File: src/rtl/tick_sched_pkg.sv
// Shared definitions for the tick scheduler.
//   NchDefault / PwDefault : default channel count and period width
//   arb_state_e            : event arbiter states
package tick_sched_pkg;

  localparam int unsigned NchDefault = 4;
  localparam int unsigned PwDefault  = 8;

  typedef enum logic [0:0] {
    IDLE,
    OFFER
  } arb_state_e;

endpackage

File: src/rtl/tick_sched_if.sv
// Event offer channel between the tick scheduler and its consumer.
//   evt_valid : event offered (scheduler -> consumer)
//   evt_ch    : channel of the offered event (scheduler -> consumer)
//   evt_ready : consumer accepts the offered event (consumer -> scheduler)
interface tick_sched_if
  import tick_sched_pkg::*;
#(
  parameter int unsigned NCH = NchDefault
);

  logic                   evt_valid;
  logic [$clog2(NCH)-1:0] evt_ch;
  logic                   evt_ready;

  modport master (
    output evt_valid,
    output evt_ch,
    input  evt_ready
  );

  modport slave (
    input  evt_valid,
    input  evt_ch,
    output evt_ready
  );

endinterface

File: src/rtl/tick_chan.sv
// One scheduler channel: period register plus tick counter.
//   clk, rst_n  : clock, async active-low reset
//   tick_in     : timebase strobe
//   enable      : channel run enable
//   cfg_we      : period write for this channel (already decoded)
//   cfg_period  : new period, 0 disables the channel
//   fire        : one-cycle pulse when the counter reaches its period
module tick_chan
  import tick_sched_pkg::*;
#(
  parameter int unsigned PW = PwDefault
) (
  input  logic          clk,
  input  logic          rst_n,
  input  logic          tick_in,
  input  logic          enable,
  input  logic          cfg_we,
  input  logic [PW-1:0] cfg_period,
  output logic          fire
);

  logic [PW-1:0] per_q, per_d;
  logic [PW-1:0] cnt_q, cnt_d;
  logic          active;
  logic          at_end;

  always_comb begin
    active = enable && (per_q != '0);
    // Only meaningful while active, so per_q - 1 never underflows in use.
    at_end = (cnt_q == per_q - PW'(1));
    // A config write swallows a coincident tick for this channel.
    fire   = active && tick_in && !cfg_we && at_end;

    per_d = per_q;
    cnt_d = cnt_q;
    if (cfg_we) begin
      per_d = cfg_period;
      cnt_d = '0;
    end else if (!active) begin
      cnt_d = '0;
    end else if (tick_in) begin
      cnt_d = at_end ? '0 : cnt_q + PW'(1);
    end
  end

  always_ff @(posedge clk or negedge rst_n) begin
    if (!rst_n) begin
      per_q <= '0;
      cnt_q <= '0;
    end else begin
      per_q <= per_d;
      cnt_q <= cnt_d;
    end
  end

endmodule

File: src/rtl/tick_sched.sv
// Periodic event scheduler: NCH tick-driven channels feeding a round-robin
// arbiter that offers one event at a time on a valid/ready channel.
//   clk, rst_n         : clock, async active-low reset
//   tick_in            : timebase strobe
//   enable             : per-channel run enable
//   cfg_we/ch/period   : period write port
//   overrun            : sticky per-channel overrun flags
//   ovr_clr            : clear all overrun flags
//   evt                : event offer interface (master side)
module tick_sched
  import tick_sched_pkg::*;
#(
  parameter int unsigned NCH = NchDefault,
  parameter int unsigned PW  = PwDefault
) (
  input  logic                   clk,
  input  logic                   rst_n,
  input  logic                   tick_in,
  input  logic [NCH-1:0]         enable,
  input  logic                   cfg_we,
  input  logic [$clog2(NCH)-1:0] cfg_ch,
  input  logic [PW-1:0]          cfg_period,
  output logic [NCH-1:0]         overrun,
  input  logic                   ovr_clr,
  tick_sched_if.master           evt
);

  localparam int unsigned CW = $clog2(NCH);

  logic [NCH-1:0] fire;
  logic [NCH-1:0] cfg_sel;
  logic [NCH-1:0] pending_q, pending_d;
  logic [NCH-1:0] overrun_q, overrun_d;
  logic [NCH-1:0] grant_mask;
  logic [NCH-1:0] ovr_set;
  logic [CW-1:0]  evt_ch_q, evt_ch_d;
  logic [CW-1:0]  last_grant_q, last_grant_d;
  logic [CW-1:0]  rr_ch;
  logic           rr_vld;
  arb_state_e     state_q, state_d;

  for (genvar i = 0; i < NCH; i++) begin : g_chan
    assign cfg_sel[i] = cfg_we && (cfg_ch == CW'(i));

    tick_chan #(
      .PW(PW)
    ) u_chan (
      .clk        (clk),
      .rst_n      (rst_n),
      .tick_in    (tick_in),
      .enable     (enable[i]),
      .cfg_we     (cfg_sel[i]),
      .cfg_period (cfg_period),
      .fire       (fire[i])
    );
  end

  // Round-robin search starting one past the last granted channel.
  always_comb begin
    rr_vld = 1'b0;
    rr_ch  = '0;
    for (int unsigned k = 1; k <= NCH; k++) begin
      int unsigned    idx;
      logic [NCH-1:0] onehot;
      idx    = (32'(last_grant_q) + k) % NCH;
      onehot = NCH'(1) << idx;
      if (!rr_vld && |(pending_q & onehot)) begin
        rr_vld = 1'b1;
        rr_ch  = CW'(idx);
      end
    end
  end

  always_comb begin
    state_d      = state_q;
    evt_ch_d     = evt_ch_q;
    last_grant_d = last_grant_q;
    grant_mask   = '0;
    unique case (state_q)
      IDLE: begin
        if (rr_vld) begin
          evt_ch_d   = rr_ch;
          grant_mask = NCH'(1) << rr_ch;
          state_d    = OFFER;
        end
      end
      OFFER: begin
        if (evt.evt_ready) begin
          last_grant_d = evt_ch_q;
          state_d      = IDLE;
        end
      end
      default: state_d = IDLE;
    endcase

    // A fire on the channel being granted re-arms pending without overrun.
    ovr_set   = fire & pending_q & ~grant_mask;
    pending_d = (pending_q & ~grant_mask) | fire;
    overrun_d = (ovr_clr ? '0 : overrun_q) | ovr_set;
  end

  always_ff @(posedge clk or negedge rst_n) begin
    if (!rst_n) begin
      state_q      <= IDLE;
      evt_ch_q     <= '0;
      last_grant_q <= CW'(NCH - 1);
      pending_q    <= '0;
      overrun_q    <= '0;
    end else begin
      state_q      <= state_d;
      evt_ch_q     <= evt_ch_d;
      last_grant_q <= last_grant_d;
      pending_q    <= pending_d;
      overrun_q    <= overrun_d;
    end
  end

  // Valid comes straight from the state register so reset drops it at once.
  assign evt.evt_valid = (state_q == OFFER);
  assign evt.evt_ch    = evt_ch_q;
  assign overrun       = overrun_q;

endmodule

File: src/flat_wrapper.sv
// flat-port wrapper written by rule: the top's interface ports become plain ports
module tick_sched_flat import tick_sched_pkg::*;
#(
  parameter int unsigned NCH = NchDefault,
  parameter int unsigned PW  = PwDefault
)
  (clk, rst_n, tick_in, enable, cfg_we, cfg_ch, cfg_period, overrun, ovr_clr, evt_evt_valid, evt_evt_ch, evt_evt_ready);
  tick_sched_if #(.NCH(NCH)) evt_i ();
  input  logic clk;
  input  logic rst_n;
  input  logic tick_in;
  input  logic [NCH-1:0] enable;
  input  logic cfg_we;
  input  logic [$clog2(NCH)-1:0] cfg_ch;
  input  logic [PW-1:0] cfg_period;
  output logic [NCH-1:0] overrun;
  input  logic ovr_clr;
  output wire logic [$bits(evt_i.evt_valid)-1:0] evt_evt_valid;
  output wire logic [$bits(evt_i.evt_ch)-1:0] evt_evt_ch;
  input wire logic [$bits(evt_i.evt_ready)-1:0] evt_evt_ready;
  assign evt_evt_valid = evt_i.evt_valid;
  assign evt_evt_ch = evt_i.evt_ch;
  assign evt_i.evt_ready = evt_evt_ready;
  tick_sched #(.NCH(NCH), .PW(PW)) u_core (.clk(clk), .rst_n(rst_n), .tick_in(tick_in), .enable(enable), .cfg_we(cfg_we), .cfg_ch(cfg_ch), .cfg_period(cfg_period), .overrun(overrun), .ovr_clr(ovr_clr), .evt(evt_i));
endmodule
File: config.mk
export PLATFORM = sky130hd
export DESIGN_NAME = tick_sched_flat
export DESIGN_NICKNAME = d
export VERILOG_FILES = /design/src/rtl/tick_sched_pkg.sv /design/src/rtl/tick_sched_if.sv /design/src/rtl/tick_chan.sv /design/src/rtl/tick_sched.sv /design/src/flat_wrapper.sv
export SDC_FILE = /design/constraint.sdc
export NUM_CORES = 1
export LEC_CHECK = 0
export ABC_CLOCK_PERIOD_IN_PS = 2550
export BUFFER_PORTS_ARGS = -buffer_cell sky130_fd_sc_hd__buf_4
export CAP_MARGIN = 20
export CORE_MARGIN = 10
export CORE_UTILIZATION = 25
export CTS_CLUSTER_DIAMETER = 50
export DETAILED_ROUTE_END_ITERATION = 7
export GPL_ROUTABILITY_DRIVEN = 0
export SLEW_MARGIN = 20
export SYNTH_ARGS = -nofsm -noshare
export SYNTH_HDL_FRONTEND = slang
export SYNTH_SLANG_ARGS = --single-unit
File: constraint.sdc
create_clock -name clk -period 2.55 [get_ports clk]
set_input_delay 0.1275 -clock clk [delete_from_list [all_inputs] [get_ports clk]]
set_output_delay 0.1275 -clock clk [all_outputs]
set_load 0.005 [all_outputs]
==> metrics.cfg, run 1 <==
[timing]
maxSlewHeadroom=0.5088
drv_slew=0
tns_ns=0
rsz0062_at_grt=false
skew_ns=0.005657
min_period_ns=2.377
period_share=0.9323
finalHoldViolations=0
layout_setup_ws_ns=0.1727
hold_ws_ns=0.01157
fmax_mhz=420.7
worst_pin_slew_ns=0.7369
setup_viol=0

[pwr]
ir_drop_v=0.0003775
p_leak_nw=2.404
power_density_nw_per_um2=743.6
power_mw=4.269

[clock_tree]
clkTransAtPathRegs_ns=0.06
cts-root-buf=clkbuf_16
htree_levels=3
cts_tree=yes
cts_buffer_depth=2
cts_buffers=9
insertion_delay_ns=0.33
cts.sinks=77

[worst_setup_path]
timing.rr.end=u_core.g_chan[3].u_chan.cnt_q[4]$_DFFE_PN0P_
crit_end=u_core.g_chan[3].u_chan.cnt_q[4]$_DFFE_PN0P_
ff2ff_setup_slack_ns=0.17
path_max_fanout=14
crit_type=flop to flop
start_kind=flop
critPathRequiredTime_ns=2.76
cp-end-kind=flop
r2r-start=u_core.g_chan[3].u_chan.per_q[5]$_DFFE_PN0P_
rr_worst_depth=6
startpoint=u_core.g_chan[3].u_chan.per_q[5]$_DFFE_PN0P_
arrival_ns=2.59

[synthesis]
yosysUniqueCellTypes=68
synthSimpleGateAreaFrac=0.2017
synth.area.top_cells=dfrtp_1 (39%), mux2_2 (7.5%), xnor2_1 (4.2%)
yosys_most_used_dff=dfrtp_1
synth-adder-area-share=0.04169
synth_top_family_by_area=simple AND/OR/NAND/NOR gates
ys_top_cells_by_count=dfrtp_1 (75), nand2_1 (47), mux2_2 (32)
synth_cells=491
async_reset_ff_frac=1.000
synth_edf_count=0
ys_ff_latch=77
synthXorXnorAreaFrac=0.08494
synth_area_leader_cell=dfrtp_1
synth_top_cell_area_share=0.3908
synth_most_common_cell=dfrtp_1
netlist_area_um2=4802
synth-compound-area-share=0.1524
ys.warnings.count=0
ys_seq_area_frac=0.4018
syn-num-nets=527
syn_avg_cell_area_um2=9.780
muxShareOfSynthArea=0.08546

[route]
drt-initial-drc-count=182
ant_nets=0
routedWlPerCell_um=13.59
vias=3758
drc=0
drt-total-wl_mm=10.81
routed_via_density=4.721
firstDrtPassIters=6

[min_path]
hp-start=ovr_clr
hold_class=input pin to flop

[status]
status=completed

[final_layout]
register_area_um2=1929
multi_input_area_um2=2741
diodes=0
drive_above_1_share=0.2090
filler_cell_count=1942
area_growth_pct=19.54
final_nets=567

[grt]
grt_pass1_wl_mm=18.22
grt_usage=0.08974
grt-ovfl-total=0
grt_max_degree=78
antenna_found_initial=0
grt_pass1_vias=3469

[floorplanning]
core_um2=18830
ios=27
dieHeight_um=158.6
die_width_um=158.6
die-area_um2=25150
initial_core_util=0.2550
rows=50

[placement]
io_buffers=26
dp_slack_ns=0.1477
dp_hpwl_mm=8.081

[flow_run]
drv_cap=0

flip-flops by register name, summed over array words and instances (netlist names):
signal	flops
u_core.last_grant_q	2
u_core.evt.evt_valid	1
u_core.g_chan.u_chan.per_q	32
u_core.overrun	4
u_core.pending_q	4
u_core.evt.evt_ch	2
u_core.g_chan.u_chan.cnt_q	32
report_power, final:
part	total, mW	switching [mW]	leakage (nW)	internal [mW]
clock network	1.38	0.496	0.158	0.881
logic	1.25	0.648	1.26	0.601
registers	1.64	0.239	0.990	1.40
cell usage in the layout, fill, tap and decap left out, types with 5 or more instances in the layout:
| cell type | instances |
|---|---|
| mux2_2 | 32 |
| nand2_1 | 47 |
| inv_1 | 22 |
| a22o_1 | 7 |
| nand3b_1 | 6 |
| a22oi_1 | 5 |
| a31oi_1 | 8 |
| xnor2_1 | 23 |
| o21ai_0 | 24 |
| mux2i_1 | 5 |
| and2_1 | 8 |
| nor3_1 | 11 |
| nand3_1 | 27 |
| and3_1 | 7 |
| dfrtp_1 | 75 |
| clkbuf_16 | 9 |
| ha_1 | 16 |
| nand2b_1 | 7 |
| xor2_1 | 21 |
| a21oi_1 | 9 |
| nor2_1 | 30 |
| o31ai_1 | 6 |
| buf_4 | 42 |
worst min-delay path by stage:
stage                                                               to  cells past startpoint
after floorplan                       u_core.evt.evt_ch[0]$_DFFE_PN0P_                      0
after global placement                     u_core.overrun[3]$_DFF_PN0_                      2
after detailed placement  u_core.g_chan[0].u_chan.per_q[4]$_DFFE_PN0P_                      1
after CTS                 u_core.g_chan[0].u_chan.per_q[2]$_DFFE_PN0P_                      1
after global routing                       u_core.overrun[3]$_DFF_PN0_                      2
final                                      u_core.overrun[3]$_DFF_PN0_                      2
final cells by class:
class | instances | share of cell area
tap | 260 | 0.05667
sequential | 77 | 0.3361
clock inverter | 6 | 0.01504
clock buffer | 10 | 0.04163
inverter | 22 | 0.01439
multi-input combinational | 377 | 0.4775
timing repair buffer | 44 | 0.05863
worst max-delay path, stage by stage (launching register included):
cell and delay, ns:
dfrtp_1 0.41, or4_4 0.50, or3_4 0.41, a2111oi_4 0.40, o211ai_4 0.22, a31oi_1 0.21, mux2i_1 0.09
logic make-up after synthesis:
kind of cell    after synthesis
buf+inv                      37
flops                        77
mux                          37
xor+xnor                     45
fa+ha+maj                    16
compound gates               99
simple gates                180
through the flow:
stage          cells  cell area, um^2  utilization
2_1_floorplan    491             4802            -
3_3_place_gp     777             5364       0.2849
3_5_place_dp     777             5364       0.2849
4_1_cts          793             5689       0.3021
5_1_grt          796             5741       0.3049
6_report         796             5741       0.3049
what timing repair did:
action | in CTS | in global routing
resized for setup | 0 | 5
endpoints found under the setup margin | 0 | 9
buffers inserted | 0 | 2
endpoints found under the hold margin | 0 | 75
hold buffers | 0 | 1
routing by layer:
layer	wire, um	global-route usage	vias to the layer above
li1	-	-	1880
met1	5739	0.1296	1816
met2	4543	0.1267	54
met3	450	0.02590	8
met4	81	0.02294	0
met5	0	0	-
(Power assumes the default switching activity.)
==> run 2, diff against run 1 <==
--- a/config.mk
+++ b/config.mk
@@ -10,9 +10,11 @@
 export CAP_MARGIN = 20
 export CORE_MARGIN = 10
 export CORE_UTILIZATION = 25
+export CTS_BUF_LIST = sky130_fd_sc_hd__clkbuf_4 sky130_fd_sc_hd__clkbuf_8 sky130_fd_sc_hd__clkbuf_16
 export CTS_CLUSTER_DIAMETER = 50
 export DETAILED_ROUTE_END_ITERATION = 7
 export GPL_ROUTABILITY_DRIVEN = 0
+export MAX_ROUTING_LAYER = met4
 export SLEW_MARGIN = 20
 export SYNTH_ARGS = -nofsm -noshare
 export SYNTH_HDL_FRONTEND = slang
==> run 2 against run 1 <==
Compared with the run above: setup slack worse by 0.0014 ns; routed wire length about the same; clock skew about the same; via count down 0.43%; cell area unchanged; largest power group unchanged.
==> metrics.cfg, run 2 (synthesis results as in run 1) <==
[route]
drc=0
drt-total-wl_mm=10.82
drt-initial-drc-count=178
ant_nets=0
routedWlPerCell_um=13.59
firstDrtPassIters=6
vias=3742
routed_via_density=4.701

[floorplanning]
dieHeight_um=158.6
ios=27
rows=50
core_um2=18830
initial_core_util=0.2550
die_width_um=158.6
die-area_um2=25150

[min_path]
hold_class=input pin to flop
min_to=u_core.overrun[3]$_DFF_PN0_
hold_depth=2
hp-start=ovr_clr

[pwr]
ir_drop_v=0.0003773
power_density_nw_per_um2=743.6
p_leak_nw=2.404
power_mw=4.269

[worst_setup_path]
cp-end-kind=flop
critPathRequiredTime_ns=2.76
arrival_ns=2.59
crit_type=flop to flop
timing.rr.end=u_core.g_chan[3].u_chan.cnt_q[4]$_DFFE_PN0P_
path_max_fanout=14
start_kind=flop
startpoint=u_core.g_chan[3].u_chan.per_q[5]$_DFFE_PN0P_
rr_worst_depth=6
ff2ff_setup_slack_ns=0.17
r2r-start=u_core.g_chan[3].u_chan.per_q[5]$_DFFE_PN0P_

[timing]
rsz0062_at_grt=false
worst_pin_slew_ns=0.7277
finalHoldViolations=0
drv_slew=0
fmax_mhz=420.4
min_period_ns=2.379
period_share=0.9328
tns_ns=0
maxSlewHeadroom=0.5149
skew_ns=0.005627
setup_viol=0

[flow_run]
drv_cap=0

[placement]
dp_hpwl_mm=8.081
io_buffers=26

[final_layout]
drive_above_1_share=0.2090
mostFrequentLayoutCells=dfrtp_1 (75), nand2_1 (47), buf_4 (42), mux2_2 (32), nor2_1 (30)
reg_top3=u_core.g_chan.u_chan.cnt_q x32, u_core.g_chan.u_chan.per_q x32
final_nets=567
final_common_cell=dfrtp_1
final_util=0.3049
area_growth_pct=19.54
diodes=0

[clock_tree]
htree_levels=3
clkTransAtPathRegs_ns=0.06
cts_buffers=9
cts_tree=yes
insertion_delay_ns=0.33
cts-root-buf=clkbuf_16
cts_buffer_depth=2
cts.sinks=77

[status]
status=completed

[grt]
grt_pass1_vias=3470
grt_max_degree=78
grt_usage=0.09229
grt-ovfl-total=0
antenna_found_initial=0
grt_pass1_wl_mm=18.22

==> run 2: per-stage QoR <==
| step | instance area (um^2) | setup slack (ns) | hold WS (ns) | cells |
|---|---|---|---|---|
| after global routing | 5741 | 0.02828 | 0.003975 | 796 |
| after global placement | 5364 | 0.1675 | 0.3650 | 777 |
| final | 5741 | 0.1713 | 0.01163 | 796 |
| after floorplan | 4802 | 0.2421 | -0.1681 | 491 |
| after CTS | 5689 | 0.1126 | 0.005080 | 793 |
| after detailed placement | 5364 | 0.1477 | 0.3679 | 777 |
==> run 2: area by class of cell <==
cell class                 count  area, um^2
clock buffer                  10       239.0
timing repair buffer          44       336.6
tap                          260       325.3
multi-input combinational    377        2741
clock inverter                 6       86.33
fill                        1942       13090
sequential                    77        1929
inverter                      22       82.58
==> run 2: critical path, stage by stage, from the launching register on <==
cell and delay (ns):
dfrtp_1 0.41, or4_4 0.50, or3_4 0.41, a2111oi_4 0.40, o211ai_4 0.22, a31oi_1 0.21
mux2i_1 0.09
==> run 2: metal layers <==
metal	global-route usage	part of all wire	up-vias	wire [um]
li1	-	-	1880	-
met1	0.1318	0.54	1807	5892
met2	0.1271	0.42	47	4524
met3	0.02240	0.029	8	317
met4	0.02294	0.0075	0	81
met5	-	0	-	0
==> run 2: power breakdown <==
part / switching [mW] / total, mW / leakage (nW) / internal (mW)
sequential: 0.238 / 1.64 / 0.990 / 1.40
clock: 0.496 / 1.38 / 0.158 / 0.881
combinational: 0.648 / 1.25 / 1.26 / 0.601
total: 1.38 / 4.27 / 2.40 / 2.89
==> run 2: repair_timing <==
action | in CTS | in global routing
hold buffers | 0 | 1
buffers inserted | 0 | 2
setup endpoints to repair | 0 | 9
gates resized for setup | 0 | 5
endpoints found under the hold margin | 0 | 75
==> run 2: worst max-delay path by stage <==
| stage | to | slack, ns | depth (start not counted) |
|---|---|---|---|
| 3_3_place_gp | u_core.overrun[3]$_DFF_PN0_ | 0.17 | 9 |
| 4_1_cts | u_core.overrun[3]$_DFF_PN0_ | 0.11 | 9 |
| 5_1_grt | u_core.g_chan[2].u_chan.cnt_q[2]$_DFFE_PN0P_ | 0.03 | 7 |
| 3_5_place_dp | u_core.overrun[3]$_DFF_PN0_ | 0.15 | 9 |
| 2_1_floorplan | u_core.g_chan[3].u_chan.cnt_q[5]$_DFFE_PN0P_ | 0.24 | 7 |
| 6_report | u_core.g_chan[3].u_chan.cnt_q[4]$_DFFE_PN0P_ | 0.17 | 6 |
